`src/rtl/seg_serial_decoder_pkg.sv`:
```
// seg7_pkg: glyph table, frame sizing and counter width for the serial
// 7-segment readback decoder.
package seg7_pkg;

  localparam int DIGITS_DEF = 8;
  localparam int FRAME_BITS = 8 * DIGITS_DEF;
  localparam int CNT_W      = $clog2(FRAME_BITS + 2);

  // Active-high {a,b,c,d,e,f,g}
  localparam logic [6:0] G0 = 7'b1111110;
  localparam logic [6:0] G1 = 7'b0110000;
  localparam logic [6:0] G2 = 7'b1101101;
  localparam logic [6:0] G3 = 7'b1111001;
  localparam logic [6:0] G4 = 7'b0110011;
  localparam logic [6:0] G5 = 7'b1011011;
  localparam logic [6:0] G6 = 7'b1011111;
  localparam logic [6:0] G7 = 7'b1110000;
  localparam logic [6:0] G8 = 7'b1111111;
  localparam logic [6:0] G9 = 7'b1111011;
  localparam logic [6:0] GA = 7'b1110111;
  localparam logic [6:0] GB = 7'b0011111;
  localparam logic [6:0] GC = 7'b1001110;
  localparam logic [6:0] GD = 7'b0111101;
  localparam logic [6:0] GE = 7'b1001111;
  localparam logic [6:0] GF = 7'b1000111;
  localparam logic [6:0] BLANK = 7'b0000000;

  // GLYPH[n] is the pattern for nibble n
  localparam logic [15:0][6:0] GLYPH = {
    GF, GE, GD, GC, GB, GA, G9, G8,
    G7, G6, G5, G4, G3, G2, G1, G0
  };

  function automatic int cnt_width(int digits);
    return $clog2(8 * digits + 2);
  endfunction

endpackage

```
`src/rtl/seg_serial_decoder_if.sv`:
```
// Serial segment stream in (master drives) and decoded frame out.
// Ports: seg_clk/seg_sout/seg_pen stream; hex/point/blank/invalid, pulses.
interface seg_serial_decoder_if #(
  parameter int DIGITS = 8
);

  logic                  seg_clk;
  logic                  seg_sout;
  logic                  seg_pen;
  logic [4*DIGITS-1:0]   hex;
  logic [DIGITS-1:0]     point;
  logic [DIGITS-1:0]     blank;
  logic [DIGITS-1:0]     invalid;
  logic                  frame_valid;
  logic                  frame_err;

  modport master (
    output seg_clk, seg_sout, seg_pen,
    input  hex, point, blank, invalid,
    input  frame_valid, frame_err
  );

  modport slave (
    input  seg_clk, seg_sout, seg_pen,
    output hex, point, blank, invalid,
    output frame_valid, frame_err
  );

endinterface

```
`src/rtl/seg_serial_decoder_pattern_decode.sv`:
```
// seg7_pattern_decode: one active-low {a..g,p} byte to nibble/flags.
// Ports: seg_i byte in; hex_o, point_o, blank_o, invalid_o out.
module seg7_pattern_decode
  import seg7_pkg::*;
(
  input  logic [7:0] seg_i,
  output logic [3:0] hex_o,
  output logic       point_o,
  output logic       blank_o,
  output logic       invalid_o
);

  logic [6:0] segs;
  logic       hit;

  assign segs    = ~seg_i[7:1];
  assign point_o = ~seg_i[0];

  always_comb begin
    hex_o     = 4'h0;
    hit       = 1'b0;
    blank_o   = 1'b0;
    invalid_o = 1'b0;
    for (int i = 0; i < 16; i++) begin
      if (segs == GLYPH[i]) begin
        hex_o = 4'(i);
        hit   = 1'b1;
      end
    end
    if (segs == BLANK) begin
      blank_o = 1'b1;
    end else if (!hit) begin
      invalid_o = 1'b1;
    end
  end

endmodule

```
`src/rtl/seg_serial_decoder.sv`:
```
// seg_serial_decoder: readback of the serial segment stream into digits.
// Ports: clk, rst_n (async low), bus (slave: stream in, decoded out).
module seg_serial_decoder
  import seg7_pkg::*;
#(
  parameter int DIGITS = DIGITS_DEF
) (
  input  logic                  clk,
  input  logic                  rst_n,
  seg_serial_decoder_if.slave   bus
);

  localparam int FB = 8 * DIGITS;
  localparam int CW = cnt_width(DIGITS);
  localparam logic [CW-1:0] SAT  = CW'(FB + 1);
  localparam logic [CW-1:0] FULL = CW'(FB);

  logic [2:0]          clk_s_q;
  logic [1:0]          dat_s_q;
  logic [2:0]          pen_s_q;
  logic                clk_rise;
  logic                pen_rise;

  logic [FB-1:0]       sh_q, sh_d;
  logic [CW-1:0]       cnt_q, cnt_sh, cnt_d;

  logic [4*DIGITS-1:0] hex_q, hex_d, dec_hex;
  logic [DIGITS-1:0]   pt_q, pt_d, dec_pt;
  logic [DIGITS-1:0]   bl_q, bl_d, dec_bl;
  logic [DIGITS-1:0]   inv_q, inv_d, dec_inv;
  logic                fv_q, fv_d;
  logic                fe_q, fe_d;

  assign clk_rise = clk_s_q[1] & ~clk_s_q[2];
  assign pen_rise = pen_s_q[1] & ~pen_s_q[2];

  always_ff @(posedge clk or negedge rst_n) begin
    if (!rst_n) begin
      clk_s_q <= '0;
      dat_s_q <= '0;
      pen_s_q <= '0;
    end else begin
      clk_s_q <= {clk_s_q[1:0], bus.seg_clk};
      dat_s_q <= {dat_s_q[0], bus.seg_sout};
      pen_s_q <= {pen_s_q[1:0], bus.seg_pen};
    end
  end

  // Shift first; the latch below sees the post-shift data and count.
  always_comb begin
    sh_d   = sh_q;
    cnt_sh = cnt_q;
    if (clk_rise) begin
      sh_d = {sh_q[FB-2:0], dat_s_q[1]};
      if (cnt_q != SAT) begin
        cnt_sh = cnt_q + 1'b1;
      end
    end
  end

  for (genvar k = 0; k < DIGITS; k++) begin : g_dec
    seg7_pattern_decode u_dec (
      .seg_i     (sh_d[8*k +: 8]),
      .hex_o     (dec_hex[4*k +: 4]),
      .point_o   (dec_pt[k]),
      .blank_o   (dec_bl[k]),
      .invalid_o (dec_inv[k])
    );
  end

  always_comb begin
    cnt_d = cnt_sh;
    hex_d = hex_q;
    pt_d  = pt_q;
    bl_d  = bl_q;
    inv_d = inv_q;
    fv_d  = 1'b0;
    fe_d  = 1'b0;
    if (pen_rise) begin
      cnt_d = '0;
      if (cnt_sh == FULL) begin
        hex_d = dec_hex;
        pt_d  = dec_pt;
        bl_d  = dec_bl;
        inv_d = dec_inv;
        fv_d  = 1'b1;
      end else begin
        fe_d  = 1'b1;
      end
    end
  end

  always_ff @(posedge clk or negedge rst_n) begin
    if (!rst_n) begin
      sh_q  <= '0;
      cnt_q <= '0;
      hex_q <= '0;
      pt_q  <= '0;
      bl_q  <= '1;
      inv_q <= '0;
      fv_q  <= 1'b0;
      fe_q  <= 1'b0;
    end else begin
      sh_q  <= sh_d;
      cnt_q <= cnt_d;
      hex_q <= hex_d;
      pt_q  <= pt_d;
      bl_q  <= bl_d;
      inv_q <= inv_d;
      fv_q  <= fv_d;
      fe_q  <= fe_d;
    end
  end

  assign bus.hex         = hex_q;
  assign bus.point       = pt_q;
  assign bus.blank       = bl_q;
  assign bus.invalid     = inv_q;
  assign bus.frame_valid = fv_q;
  assign bus.frame_err   = fe_q;

endmodule
```
`src/flat_wrapper.sv`:
```
// flat-port wrapper written by rule: the top's interface ports become plain ports
module seg_serial_decoder_flat import seg7_pkg::*;
#(
  parameter int DIGITS = DIGITS_DEF
)
  (clk, rst_n, bus_seg_clk, bus_seg_sout, bus_seg_pen, bus_hex, bus_point, bus_blank, bus_invalid, bus_frame_valid, bus_frame_err);
  seg_serial_decoder_if #(.DIGITS(DIGITS)) bus_i ();
  input  logic clk;
  input  logic rst_n;
  input wire logic [$bits(bus_i.seg_clk)-1:0] bus_seg_clk;
  input wire logic [$bits(bus_i.seg_sout)-1:0] bus_seg_sout;
  input wire logic [$bits(bus_i.seg_pen)-1:0] bus_seg_pen;
  output wire logic [$bits(bus_i.hex)-1:0] bus_hex;
  output wire logic [$bits(bus_i.point)-1:0] bus_point;
  output wire logic [$bits(bus_i.blank)-1:0] bus_blank;
  output wire logic [$bits(bus_i.invalid)-1:0] bus_invalid;
  output wire logic [$bits(bus_i.frame_valid)-1:0] bus_frame_valid;
  output wire logic [$bits(bus_i.frame_err)-1:0] bus_frame_err;
  assign bus_i.seg_clk = bus_seg_clk;
  assign bus_i.seg_sout = bus_seg_sout;
  assign bus_i.seg_pen = bus_seg_pen;
  assign bus_hex = bus_i.hex;
  assign bus_point = bus_i.point;
  assign bus_blank = bus_i.blank;
  assign bus_invalid = bus_i.invalid;
  assign bus_frame_valid = bus_i.frame_valid;
  assign bus_frame_err = bus_i.frame_err;
  seg_serial_decoder #(.DIGITS(DIGITS)) u_core (.clk(clk), .rst_n(rst_n), .bus(bus_i));
endmodule
```
`config.mk`:
```
export PLATFORM = sky130hd
export DESIGN_NAME = seg_serial_decoder_flat
export DESIGN_NICKNAME = d
export VERILOG_FILES = /design/src/rtl/seg_serial_decoder_pkg.sv /design/src/rtl/seg_serial_decoder_if.sv /design/src/rtl/seg_serial_decoder_pattern_decode.sv /design/src/rtl/seg_serial_decoder.sv /design/src/flat_wrapper.sv
export SDC_FILE = /design/constraint.sdc
export NUM_CORES = 1
export LEC_CHECK = 0
export CORE_AREA = 2 2 160 123
export DETAILED_ROUTE_END_ITERATION = 12
export DIE_AREA = 0 0 162 125
export MAX_ROUTING_LAYER = met4
export PLACE_DENSITY = 0.74
export SLEW_MARGIN = 20
export SYNTH_ARGS = -nofsm -noshare
export SYNTH_HDL_FRONTEND = slang
export SYNTH_SLANG_ARGS = --single-unit
```
`constraint.sdc`:
```
create_clock -name clk -period 5.2 [get_ports clk]
set_input_delay 0.78 -clock clk [delete_from_list [all_inputs] [get_ports clk]]
set_output_delay 0.78 -clock clk [all_outputs]
set_load 0.01 [all_outputs]
```
Word-level counts from Yosys, hierarchy flattened
Index checks and enable logic that the tools add are counted.

word-level totals
  flip-flop bits (word level) = 137
  bits of input ports = 5
  output and inout port bits = 58

cells by class
  $add $sub $neg = 1
  eq/ne operators = 130
  mux-type cells = 280
  bitwise operators = 20
  reductions and logical operators = 9

operators with widths
  cell                 number
  $eq 7x7->1 const B   97
  $mux 4               112
  $eq 7x6->1 const B   24
  $mux 1               164
  $mux 64              1
  $eq 7x5->1 const B   8
  $logic_not 7->1      8
  $not 7->7            8
  $mux 7               3
  $not 1->1            10
  $add 7x1->7 const B  1
  $ne 7x7->1 const B   1
  $and 1x1->1          2
  $reduce_and 2->1     1

Logic depth before layout (Yosys ltp)
Gate-level depths: netlist of the first run.

  depth after elaboration = 23
  depth in mapped cells = 11
  mapped depth without buffers = 9

Modules after synthesis
A second synthesis of the first run with hierarchy kept.

second synthesis, totals
  cell total of the unflattened synthesis = 892
  area, all modules = 8145.3 µm²

modules (own cells, without submodules)
  module               times used  cells an instance  area an instance (µm²)
  seg_serial_decoder   1           452                5332.6
  seg7_pattern_decode  8           55                 351.6

Worst setup path after synthesis of the first run
No wires, ideal clock.

  path type = flip-flop to flip-flop
  start point = reg u_core.cnt_q[1]
  end point = reg u_core.hex_q[10], in the netlist u_core.bus.hex[10]
  library setup time = 0.125 ns
  data arrival time = 2.295 ns
  required time = 5.075 ns
  setup slack = 2.780 ns
  cell stages (with the launch flop) = 11
  buffers on the path = 1
  period minus slack after synthesis = 2.420 ns
  cell sequence = dfrtp_1 > inv_1 > ha_1 > and4bb_1 > a21oi_2 > a311oi_1 > a211oi_4 > nand2_4 > inv_6 > buf_12 > mux2_4

between the ends
  cells in the longest elaborated chain, start to end = 5
  elaborated cells between the ends (all ways) = 6
  classes of those cells = add/sub (1); eq/ne (2); mux (2); reduce/logical (1)

RTL lines
  element                                    line                                                source
  from (decl)                                seg_serial_decoder.sv:25                            logic [CW-1:0] cnt_q, cnt_sh, cnt_d;
  from (signal assigned)                     seg_serial_decoder.sv:105                           cnt_q <= cnt_d;
  $add 7x1->7 or $ne 7x7->1 (tied branches)  seg_serial_decoder.sv:56, seg_serial_decoder.sv:55
  $mux 7                                     seg_serial_decoder.sv:55                            if (cnt_q != SAT) begin
  $mux 7 (*)                                 seg_serial_decoder.sv:53                            if (clk_rise) begin
  $eq 7x7->1 (*)                             seg_serial_decoder.sv:81                            if (cnt_sh == FULL) begin
  $reduce_and 2->1 (no line) (*)             -
  to (signal assigned)                       seg_serial_decoder.sv:97                            hex_q <= '0;
  to (signal assigned)                       seg_serial_decoder.sv:106                           hex_q <= hex_d;
  to (decl)                                  seg_serial_decoder.sv:27                            logic [4*DIGITS-1:0] hex_q, hex_d, dec_hex;

Mark *: on every way between the ends. The rest lies on a longest branch, timed or not.
A chain may end at the register's enable or synchronous reset.

Final worst setup path of the first run
  start point = reg u_core.clk_s_q[1]
  end point = reg u_core.hex_q[5], in the netlist u_core.bus.hex[5]

between the ends
  cells in the longest elaborated chain, start to end = 18
  elaborated cells between the ends (all ways) = 34
  classes of those cells = eq/ne (15); mux (16); bitwise (2); reduce/logical (1)

RTL lines
  element                 line                                     source
  from (decl)             seg_serial_decoder.sv:18                 logic [2:0] clk_s_q;
  from (signal assigned)  seg_serial_decoder.sv:43                 clk_s_q <= {clk_s_q[1:0], bus.seg_clk};
  $and 1x1->1 (*)         seg_serial_decoder.sv:34                 assign clk_rise = clk_s_q[1] & ~clk_s_q[2];
  $mux 64                 seg_serial_decoder.sv:53
  $not 7->7               seg_serial_decoder_pattern_decode.sv:16  assign segs = ~seg_i[7:1];
  $eq 7x7->1              seg_serial_decoder_pattern_decode.sv:25  if (segs == GLYPH[i]) begin
  $mux 4 (14 in series)   seg_serial_decoder_pattern_decode.sv:25

Marked as above.

==> metrics.txt, run 1 <==
status complete, no violations; r2r endpoint u_core.bus.hex[5]; Avg WL per Cell about 19 microns; Inserted Diodes 0; final RePlAce weighted congestion approximately 0.98; Worst Path Max Fanout between 50 and 60; post-route clock skew between 8 and 9 ps; mapped cell area 0.0101 sq mm; initial antenna violation count 0; Multi-input gate area ~0.0059 sq mm; post-layout min period about 3700 ps; Fin. Hold Viols 0; met1 WL 12.9 mm; RSZ-0062 raised after global routing no; Critical Path Start Type flop; CP max-delay cell dfrtp_1; clk sinks 137; CTS Root Cell clkbuf_16; Synth top area share 32.0%; Post-layout nets 1,173; Worst path max stage delay approximately 740 ps; Yosys Warn Count 0; HP Class flop to flop; data arrival time of the worst path 3980 ps; largest net degree at the start of global routing between 80 and 90; DIE AREA just over 0.02 sq mm; Reg clk slew, reported paths 60 ps; placed cell count between 1,000 and 1,500; crit end category flop; first-pass GRT wire length about 44 mm; hold buffer count at CTS 0; number of cells on the critical path 9; asr flop ratio synth 100%; Max Fclk roughly 0.27 GHz; total track usage roughly 28%; CTS H-Tree Depth 4; Hold Path End u_core.dat_s_q[1]; Synth area leaders dfrtp_1 (32%), nand2_1 (5.3%), o21ai_0 (4.5%), mux2_4 (2.8%), clkbuf_1 (2.6%); setup bufs post-CTS 0; Ports 63; vias 9,321; maximum VDD drop approximately 0.19 mV; Area Growth Syn to Fin 10.2%; Max-slew headroom between 30% and 40%; met2 WL post-DR 11.4 mm; Die Wd 162 microns; pwr dens about 260 mW/mm^2; Clock Path Buffers 2; worst path buffer plus inverter count 3; final setup fails 0; Starting Density between 50 and 60%; HP Start u_core.dat_s_q[0]; cell with the most instances after synthesis nand2_1; core outline area between 0.015 and 0.02 sq mm; syn_area_per_cell around 8.5 sq um; Initial DRT Pass Iterations 6; hpwl dp roughly 18 mm; CP most frequent cell buf_4; share of post-route cells with drive strength above 1 ~8.7%; fillcell total between 1,500 and 2,000; Worst-Margin Slew about 990 ps; DRC 0; Synth Instances ~1,200; Top delay family on crit path buffers and inverters; Worst Path Required around 5500 ps; Max Cap Viol 0; period utilization between 70 and 80%; worst-case reg-to-reg path depth 9; post-route insts no fill 1,432; Top Metal Used met4; Setup Crit Path Kind flop to flop; Syn Nets approximately 1,200; clk_lat worst skew 430 ps; Hold Path Depth 0; leakage around 4.5 nW; reg-to-reg slack, setup between 1500 and 2000 ps; CTS Buf Count 17; Port Buffers 62; r2r startpoint u_core.clk_s_q[1]; initial DRC count between 1,000 and 1,500; vias per cell ~6.5; max-slew violations 0; Synth Flop Type dfrtp_1; top post-synthesis cells by count nand2_1 (141), dfrtp_1 (129), o21ai_0 (91); setup_tns 0 ps; Die Height 125 microns; Power, Total between 2 and 3 mW; WL met3 2.41 mm; row count 44; number of global-route vias before repair between 8,000 and 9,000; critical path cell sequence nor2b_4 -> buf_4 -> o2111ai_1 -> o311a_1 -> a211oi_4 -> buf_4 -> nand2_4 -> inv_6 -> mux2_2; largest area contributor in the synthesized netlist dfrtp_1; EDFF count, synth 0; count of different cell masters after synthesis between 90 and 100; worst setup path startpoint u_core.clk_s_q[1]; CTS tree done; synthesis-stage register bit count about 140; sequential fraction of the synthesis area around 34%; fin util ~59%; cts repair resizes 0; final wirelength around 27 mm; gr ovfl total 0; Post-DRT Antenna Nets 0; Reg area approximately 0.0034 sq mm
## per-layer routing
layer / global-route usage (%) / vias to the layer above
li1: - / 4417
met1: 42.6 / 4372
met2: 36.9 / 492
met3: 5.24 / 40
met4: 8.02 / 0
met5: - / -
## worst max path at each step
| stage | to | slack (ps) |
|---|---|---|
| 2_1_floorplan | u_core.bus.hex[10] | 2780 |
| 3_3_place_gp | u_core.bus.hex[18] | 1650 |
| 5_1_grt | u_core.bus.hex[16] | 1260 |
| 4_1_cts | u_core.bus.hex[5] | 1590 |
| 3_5_place_dp | u_core.bus.hex[5] | 1620 |
| 6_report | u_core.bus.hex[5] | 1530 |
## metrics by stage
stage                     setup WS [ps]  instance area [sq um]  hold WS, ps
final                              1530                  11100          353
after global routing               1260                  11100          353
after CTS                          1590                  11100          351
after detailed placement           1620                  10500          338
after global placement             1650                  10500          334
after floorplan                    2780                  10100          331
## cells in the final DEF, fill, tap and decap left out, drive strengths merged, types with 13 or more instances in the layout
cell type | netlist | final
and3b | 15 | 15
nand2 | 142 | 142
a211oi | 21 | 21
o21ai | 92 | 92
nand2b | 17 | 17
nor2b | 15 | 15
nor3 | 36 | 36
nand3 | 39 | 39
inv | 43 | 43
mux2 | 28 | 28
clkdlybuf4s50 | 0 | 61
a21oi | 51 | 51
nor2 | 60 | 60
nand3b | 22 | 22
nor4bb | 15 | 15
a31oi | 23 | 23
dfrtp | 129 | 129
o211ai | 17 | 17
nor4 | 13 | 13
or3 | 16 | 16
nand4 | 14 | 14
clkbuf | 72 | 25
o22ai | 16 | 16
o31ai | 18 | 18
## kinds of logic (layout without fill, tap and decap cells)
logic type               count (synthesis)  after routing  synth area share [%]
AO/OA/AOI/OAI                          371            371                  25.9
flip-flops                             137            137                  34.1
AND/OR/NAND/NOR                        468            468                  25.5
multiplexers                            38             38                  4.87
adder cells (fa/ha/maj)                  2              2                 0.248
XOR/XNOR                                17             17                  1.48
buffers and inverters                  156            146                  7.90
## cell type report
type                            count  share of cell area (%)
Sequential cell                   137                    31.0
Inverter                           43                    1.50
Multi-Input combinational cell    896                    52.8
Clock buffer                       25                    4.37
Timing Repair Buffer               71                    6.21
Tap cell                          253                    2.85
Clock inverter                      7                    1.26
## sequential cells by signal, summed over array words and instances, names as in the netlist
| name | cells |
|---|---|
| u_core.sh_q | 64 |
| u_core.bus.hex | 32 |
| u_core.bus.blank | 8 |
| u_core.bus.invalid | 8 |
| u_core.bus.point | 8 |
| u_core.cnt_q | 7 |
| u_core.clk_s_q | 3 |
| u_core.pen_s_q | 3 |
| u_core.dat_s_q | 2 |
| u_core.bus.frame_err | 1 |
| u_core.bus.frame_valid | 1 |
## power by group
part | total, mW | internal, mW | switching (mW)
Clock | 1.30 | 0.841 | 0.463
Combinational | 0.401 | 0.139 | 0.262
Sequential | 1.19 | 1.10 | 0.0966
Total | 2.90 | 2.08 | 0.821
Note: power is estimated with default switching activity, not from simulation.
==> run 2: changes to the inputs <==
- PLACE_DENSITY: 0.74 -> 0.77
- clock period: 5.2 -> 3.1 ns (I/O delays scaled with it)
==> metrics.txt, run 2 (synthesized netlist as in run 1, its figures left out) <==
hold buffer count at CTS 0 (unchanged); core outline area 0.0188 sq mm (unchanged); Max Fclk 0.377 GHz (+39%); largest net degree at the start of global routing 57 (-34%); Reg area 0.00344 sq mm (unchanged); Worst path max stage delay 500 ps (-240 ps); Avg WL per Cell 18.8 microns (-0.82%); most common cell after layout, fill and taps aside nand2_1; hpwl dp 18.2 mm (+2.3%); DRC 0 (unchanged); maximum VDD drop 0.336 mV (+73%); r2r endpoint u_core.bus.hex[3]; share of post-route cells with drive strength above 1 10.0% (+1.4 points); period utilization 85.5% (+15 points); final setup fails 0 (unchanged); reg-to-reg slack, setup 450 ps (-1080 ps); clk_lat worst skew 430 ps (about the same); total track usage 28.0% (+0.23 points); CP max-delay cell dfrtp_1; post-layout min period 2650 ps (-1020 ps); gr ovfl total 0 (unchanged); Starting Density 53.5% (unchanged); Post-layout nets 1,189 (+1.4%); clk sinks 137 (unchanged); status complete, no violations; setup_tns 0 ps (unchanged); Critical Path Start Type flop; Worst Path Max Fanout 34 (-39%); r2r startpoint u_core.cnt_q[0]; Ports 63 (unchanged); Area Growth Syn to Fin 11.9%; DIE AREA 0.0203 sq mm (unchanged); max reg flops 64 (unchanged); Reg clk slew, reported paths 60 ps (about the same); most frequent cells in the layout nand2_1 (141), dfrtp_1 (129), o21ai_0 (91); Setup Crit Path Kind flop to flop; max-slew violations 0 (unchanged); RSZ-0062 raised after global routing no; Die Wd 162 microns (unchanged); CTS tree done; Die Height 125 microns (unchanged); initial antenna violation count 0 (unchanged); row count 44 (unchanged); pwr dens 435 mW/mm^2 (+66%); Fin. Hold Viols 0 (unchanged); final RePlAce weighted congestion 0.945 (-3.4%); HP Class primary input to asynchronous set/reset pin; Initial DRT Pass Iterations 6 (unchanged); critical path cell sequence ha_1 -> and4bb_1 -> a21oi_2 -> a311oi_1 -> a211oi_4 -> nand2_4 -> inv_6 -> mux2_2; fillcell total 1,671 (+1.9%); setup bufs post-CTS 0 (unchanged); first-pass GRT wire length 45.0 mm (+1.3%); final wirelength 27.2 mm (+0.29%); CTS Root Cell clkbuf_16; CTS H-Tree Depth 4 (unchanged); data arrival time of the worst path 2960 ps (-1020 ps); number of global-route vias before repair 8,532 (+1.7%); Max Cap Viol 0 (unchanged); Max-slew headroom 47.9% (+14 points); Multi-input gate area 0.00586 sq mm (-0.13%); Port Buffers 62 (unchanged); Clock Path Buffers 2 (unchanged); worst setup path startpoint u_core.cnt_q[0]; Worst-Margin Slew 762 ps (-230 ps); vias 9,439 (+1.3%); Inserted Diodes 0 (unchanged); CTS Buf Count 17 (unchanged); leakage 4.65 nW (+2.5%); Worst Path Required 3410 ps (-2100 ps); Biggest register u_core.sh_q; cts repair resizes 0 (unchanged); fin util 59.9% (+0.90 points); Post-DRT Antenna Nets 0 (unchanged); crit end category flop; worst-case reg-to-reg path depth 8 (-1); post-route clock skew 6.25 ps (-2.17 ps); vias per cell 6.52 (+0.15%); initial DRC count 1,067 (-12%)
[run 2: worst max-delay path by stage]
| stage | slack [ps] | to | cells after the start |
|---|---|---|---|
| finish | 450 | u_core.bus.hex[3] | 8 |
| global route | 220 | u_core.bus.invalid[1] | 8 |
| CTS | 450 | u_core.bus.hex[3] | 8 |
| detailed placement | 460 | u_core.bus.hex[3] | 8 |
| global placement | 520 | u_core.bus.hex[5] | 8 |
| floorplan | 680 | u_core.bus.hex[10] | 10 |
[run 2: report_power, final]
part,switching [mW],internal [mW]
Combinational,0.454,0.259
Sequential,0.159,1.84
Clock,0.760,1.43
Total,1.37,3.53
[run 2: stage by stage]
| stage | instances | power (mW) | hold slack (ps) | instance area, sq um | setup slack [ps] |
|---|---|---|---|---|---|
| final | 1448 | 4.90 | 6.20 | 11300 | 448 |
| after floorplan | 1189 | 2.50 | 169 | 10100 | 680 |
| after global placement | 1416 | 2.72 | 332 | 10600 | 524 |
| after CTS | 1448 | 4.92 | 20.2 | 11300 | 451 |
| after global routing | 1448 | 5.11 | 37.7 | 11300 | 223 |
| after detailed placement | 1416 | 2.72 | 335 | 10600 | 460 |
[run 2: critical path: cells and delay by family (launching register included)]
| kind | cells | cell delay (ps) |
|---|---|---|
| flops | 1 | 500 |
| mux | 1 | 390 |
| fa+ha+maj | 1 | 270 |
| buf+inv | 1 | 350 |
| compound gates | 3 | 700 |
| simple gates | 2 | 320 |
[run 2: metal layers]
layer / track usage, % / share of wire, %
met5: - / 0
met4: 9.37 / 2.4
met3: 4.61 / 8.2
met2: 38.2 / 42
met1: 41.9 / 48
[run 2: final cells by class]
| cell class | instances | share of cell area (%) |
|---|---|---|
| inverter | 43 | 1.48 |
| multi-input combinational | 896 | 52.0 |
| tap | 253 | 2.81 |
| sequential | 137 | 30.5 |
| clock buffer | 24 | 4.36 |
| timing repair buffer | 87 | 7.63 |
| clock inverter | 8 | 1.24 |
